===== config.mk =====
export PLATFORM = sky130hd
export DESIGN_NAME = accel_bus_scheduler
export DESIGN_NICKNAME = d
export VERILOG_FILES = /design/src/rtl/accel_bus_scheduler.sv
export SDC_FILE = /design/constraint.sdc
export NUM_CORES = 1
export LEC_CHECK = 0
export BUFFER_PORTS_ARGS = -buffer_cell sky130_fd_sc_hd__buf_2
export CAP_MARGIN = 20
export CORE_MARGIN = 2
export CORE_UTILIZATION = 52
export DETAILED_ROUTE_END_ITERATION = 10
export PLACE_DENSITY = 0.75
export SLEW_MARGIN = 20
export SYNTH_ARGS = -nofsm -noshare
export SYNTH_HDL_FRONTEND = slang
export SYNTH_SLANG_ARGS = --single-unit

===== constraint.sdc =====
create_clock -name clk -period 4.21 [get_ports clk]
set_input_delay 1.263 -clock clk [delete_from_list [all_inputs] [get_ports clk]]
set_output_delay 1.263 -clock clk [all_outputs]
set_load 0.02 [all_outputs]

===== src/rtl/accel_bus_scheduler.sv =====
// Round-robin time-sharing of the RAM data bus among the FFT, FIR and IIR accelerators,
// with burst/stall-bounded grants and a one-cycle all-off turnaround between grants.
module accel_bus_scheduler #(
  parameter int unsigned BURST_LEN   = 16,
  parameter int unsigned STALL_LIMIT = 8
) (
  input  logic       clk,
  input  logic       reset,
  input  logic       fft_req,
  input  logic       fir_req,
  input  logic       iir_req,
  input  logic       xfer_active,
  output logic       fft_enable,
  output logic       fir_enable,
  output logic       iir_enable,
  output logic [1:0] owner,
  output logic [7:0] burst_count,
  output logic       busy
);

  typedef enum logic [1:0] {IDLE, GRANT, GAP} state_t;

  localparam logic [7:0] BURST_MAX = 8'(BURST_LEN);
  localparam logic [7:0] STALL_MAX = 8'(STALL_LIMIT);

  // Requester index: 0 = FFT, 1 = FIR, 2 = IIR; owner code is index + 1.
  function automatic logic [1:0] next_idx(input logic [1:0] i);
    return (i == 2'd2) ? 2'd0 : i + 2'd1;
  endfunction

  function automatic logic req_at(input logic [1:0] i, input logic [2:0] r);
    case (i)
      2'd0:    return r[0];
      2'd1:    return r[1];
      2'd2:    return r[2];
      default: return 1'b0;
    endcase
  endfunction

  state_t     state_q, state_d;
  logic [1:0] ptr_q, ptr_d;
  logic [7:0] stall_q, stall_d;
  logic [7:0] burst_d;
  logic [1:0] owner_d;
  logic [2:0] en_d;
  logic       busy_d;
  logic [2:0] req;
  logic [1:0] c0, c1, c2;
  logic       pick_valid;
  logic [1:0] pick_idx;
  logic [1:0] owner_idx;

  assign req       = {iir_req, fir_req, fft_req};
  assign owner_idx = owner - 2'd1;
  assign c0        = ptr_q;
  assign c1        = next_idx(c0);
  assign c2        = next_idx(c1);

  // NOTE: every signal assigned in always_comb gets a default first, so no path infers a latch.
  always_comb begin
    pick_valid = 1'b1;
    pick_idx   = c0;
    if (req_at(c0, req))      pick_idx = c0;
    else if (req_at(c1, req)) pick_idx = c1;
    else if (req_at(c2, req)) pick_idx = c2;
    else                      pick_valid = 1'b0;
  end

  // State register; the registered outputs live here too so they reset asynchronously.
  // NOTE: sequential state uses non-blocking (<=) so all flops update together at the edge.
  always_ff @(posedge clk or negedge reset) begin
    if (!reset) begin
      state_q     <= IDLE;
      ptr_q       <= 2'd0;
      stall_q     <= 8'd0;
      owner       <= 2'd0;
      burst_count <= 8'd0;
      fft_enable  <= 1'b0;
      fir_enable  <= 1'b0;
      iir_enable  <= 1'b0;
      busy        <= 1'b0;
    end else begin
      state_q     <= state_d;
      ptr_q       <= ptr_d;
      stall_q     <= stall_d;
      owner       <= owner_d;
      burst_count <= burst_d;
      fft_enable  <= en_d[0];
      fir_enable  <= en_d[1];
      iir_enable  <= en_d[2];
      busy        <= busy_d;
    end
  end

  // Next-state logic. IDLE and GAP arbitrate identically; GAP exists only to force the off-cycle.
  always_comb begin
    state_d = state_q;
    ptr_d   = ptr_q;
    stall_d = stall_q;
    burst_d = burst_count;
    owner_d = owner;
    unique case (state_q)
      IDLE, GAP: begin
        if (pick_valid) begin
          state_d = GRANT;
          owner_d = pick_idx + 2'd1;
          burst_d = 8'd0;
          stall_d = 8'd0;
        end else begin
          state_d = IDLE;
        end
      end
      GRANT: begin
        if (xfer_active) begin
          burst_d = burst_count + 8'd1;
          stall_d = 8'd0;
        end else begin
          stall_d = stall_q + 8'd1;
        end
        // Any combination of causes collapses into one release.
        if (burst_d == BURST_MAX || stall_d == STALL_MAX || !req_at(owner_idx, req)) begin
          state_d = GAP;
          owner_d = 2'd0;
          ptr_d   = next_idx(owner_idx);
        end
      end
      default: state_d = IDLE;
    endcase
  end

  // Output decode of the next owner; registered alongside the state.
  always_comb begin
    en_d   = 3'b000;
    busy_d = 1'b0;
    case (owner_d)
      2'd1:    en_d = 3'b001;
      2'd2:    en_d = 3'b010;
      2'd3:    en_d = 3'b100;
      default: en_d = 3'b000;
    endcase
    busy_d = (owner_d != 2'd0);
  end

endmodule


==> results.txt <==
----------------------------------------------------
[Status]
  Outcome ... finished clean

[STA]
  # setup viols final ... 0
  Largest clock skew in the final design ... about 0.0013 ns
  Achievable frequency ... 349 MHz
  Worst-margin pin slew ... 0.561 ns
  Final count of hold timing violations ... 0
  Post-route setup TNS ... 0 ns
  Relative slew slack ... 62.6%
  Part of the cycle the worst path needs ... 68.1%
  RSZ-0062 raised after global routing ... no
  Max Slew Vio Count ... 0
  Minimum period implied by the final worst setup slack ... ~2.9 ns

[CTS]
  Clock buffers created by TritonCTS ... 3
  Total number of H-tree levels ... 1
  Count of instances resized after the clock tree is built ... 0
  Clock root cell ... clkbuf_4
  Worst-Skew Late Latency ... 0.32 ns
  Clock transition at the registers of the reported paths ... 0.14 ns
  CTS tree ... done
  Total setup buffers inserted after CTS ... 0
  Count of clock tree sinks ... 26
  Cts hold-fix bufs ... 0
  Buffer depth of the longest clock path ... 2

[Yosys]
  Cell type contributing the most total cell area after synthesis ... dfrtp_1
  Share of the synthesized netlist area taken by xor and xnor gates ... around 1.8%
  Post-synthesis register bit count ... 26
  Largest family of logic cells by synthesized area ... simple AND/OR/NAND/NOR gates
  Number of unique standard cell types used by synthesis ... 45
  Mux share of post-synthesis cell area ... 3.11%
  Average footprint of a synthesized cell ... 9.18 um2
  Cell area after synthesis ... 1490 um2
  Most common library cells after synthesis ... dfrtp_1, o21ai_0, nand2_1
  Leading post-synthesis cells by cell area ... dfrtp_1, o21ai_0, nand2_1
  Async S/R FF share, synth ... 100%
  Simple-gate area share of the yosys netlist ... a little over a quarter
  Number of instances in the synthesized netlist ... 162
  Top cell type's share of synthesized area ... 43.7%
  Total of warnings raised by yosys ... 0
  Synth Net Count ... 170
  Prevailing post-synth register cell ... dfrtp_1
  Sequential element share of the synthesized area ... 43.7%
  EDFF count, synth ... 0
  Post-synthesis share of cell area spent on full adders, half adders and majority gates ... 1.68%
  Synth Area in Compound Gates ... 21.5%

[Finish]
  Share of final-layout standard cells stronger than drive strength 1 ... 17.2%
  Antenna diodes ... 0
  Non-filler cells, final ... 211
  Post-route cell area ... 1650 um2
  Area delta synth->final ... 11.2%
  Utilization after layout ... 60.5%
  Net count reported at finish ... 189

[Worst setup path]
  Arrival time worst endpoint ... 3.09 ns
  Setup crit end kind ... flip-flop
  Launch point of the critical path ... xfer_active
  Startpoint kind of the worst setup timing path ... primary input
  Cells on worst reg2reg path ... 7
  Critical R2R Launch ... stall_q[0]
  R2R Setup Slk ... between 1.5 and 2 ns
  Termination of the worst setup path ... c0[1]
  Worst endpoint required time ... approximately 4.4 ns
  Critical path class ... in -> reg
  Max FO, Critical Path ... 15
  R2r endpoint ... c0[1]

[Routing]
  Vias per Instance ... 6.15
  Detailed-route wire length per cell ... approximately 15 um
  Number of DRC markers in iteration 0 ... approximately 110
  Total number of vias ... 1298
  Antenna viol nets, final ... 0
  Post-detailed-routing wire length ... roughly 3200 um
  Final routed DRC violation total ... 0
  Iteration count of the initial detailed-routing pass ... 4

[Placed design]
  Port buffer count ... 19
  Total instance count after detailed placement ... 207
  Estimated wirelength of the detail-placed design ... 2210 um
  Placed Instance Area ... 1600 um2
  Placer's final routability congestion estimate ... just under 0.9

[Power and ir drop]
  Largest vdd supply drop ... 0.425 mV
  Pwr Total ... 903 uW
  Power per unit of standard cell area ... 546 nW/um2
  Static leakage power ... approximately 0.00073 uW

[Floorplanning]
  DIE WIDTH ... ~57 um
  Starting Density ... 54.4%
  Core area ... ~2700 um2
  Number of I/O pins ... 20
  Full die area ... 3300 um2
  Chip height ... roughly 57 um
  Row cnt ... 19

[Hold path]
  Path class of the lowest-slack min-delay path ... reg -> reg

[Global route]
  Overflow left after global routing ... 0
  Wire length of the first global-routing pass ... 5440 um
  GRT Resource Usage Total ... approximately a fifth
  Number of global-route vias before repair ... 1193
  Largest net degree at the start of global routing ... 27
  Initial antenna violation count ... 0

[Run]
  Count of maximum capacitance violations ... 0

----------------------------------------------------
## placed cells by master, fill, tap and decap left out, types with 4 or more instances in the layout
cell / netlist / final
o21ai_0: 26 / 26
nand4_1: 4 / 4
nor2_1: 12 / 12
nor2b_1: 4 / 4
a21oi_1: 9 / 9
nand2_1: 14 / 14
o31ai_1: 4 / 4
buf_2: 1 / 19
dfrtp_1: 26 / 26
nand3_1: 10 / 10
## power breakdown
part / switching, uW / total [uW] / internal (uW)
clock network: 75.0 / 171 / 96.2
logic: 223 / 356 / 134
registers: 70.0 / 376 / 306
## per-layer routing
layer / vias up / GRT usage (%) / routed length (um)
li1: 648 / - / -
met1: 613 / 28.8 / 1500
met2: 35 / 34.6 / 1520
met3: 2 / 2.04 / 123
met4: 0 / 5.98 / 16
met5: - / 0 / 0
## final cells by class
type / count / area [um2]
fill: 231 / 1080
multi-input combinational: 129 / 810
sequential: 26 / 651
timing repair buffer: 19 / 95.1
tap: 31 / 38.8
clock inverter: 1 / 30.0
clock buffer: 3 / 22.5
inverter: 2 / 7.51
## critical path, cell delays in order
cell	delay, ns
buf_2	0.17
and4_4	0.24
or4b_2	0.61
nand3_1	0.12
a311oi_2	0.18
nor2_4	0.20
mux2_4	0.31
## state kept, by name, summed over array words and instances, names as in the netlist
name,count
busy,1
fft_enable,1
state_q,2
stall_q,8
iir_enable,1
burst_count,8
owner,2
c0,2
fir_enable,1
## kinds of logic (layout without fill, tap and decap cells)
| family | after synthesis | count (layout) |
|---|---|---|
| AO/OA/AOI/OAI | 51 | 51 |
| AND/OR/NAND/NOR | 69 | 69 |
| adder cells (fa/ha/maj) | 2 | 2 |
| multiplexers | 4 | 4 |
| flip-flops | 26 | 26 |
| XOR/XNOR | 3 | 3 |
| buffers and inverters | 7 | 25 |
## metrics by stage
stage | setup WS [ns] | hold slack, ns
after floorplan | 1.29 | 0.491
after global placement | 1.03 | 0.530
after detailed placement | 0.996 | 0.536
after CTS | 1.35 | 0.563
after global routing | 1.28 | 0.612
final | 1.34 | 0.561
## worst min path at each step
stage                         startpoint  depth (start not counted)        endpoint  slack [ns]
final                     burst_count[7]                          1  burst_count[7]        0.56
after global routing          stall_q[7]                          2      stall_q[7]        0.61
after CTS                     stall_q[4]                          1      stall_q[4]        0.56
after detailed placement      stall_q[4]                          1      stall_q[4]        0.54
after global placement        stall_q[7]                          2      stall_q[7]        0.53
after floorplan               stall_q[4]                          1      stall_q[4]        0.49
(Power assumes the default switching activity.)
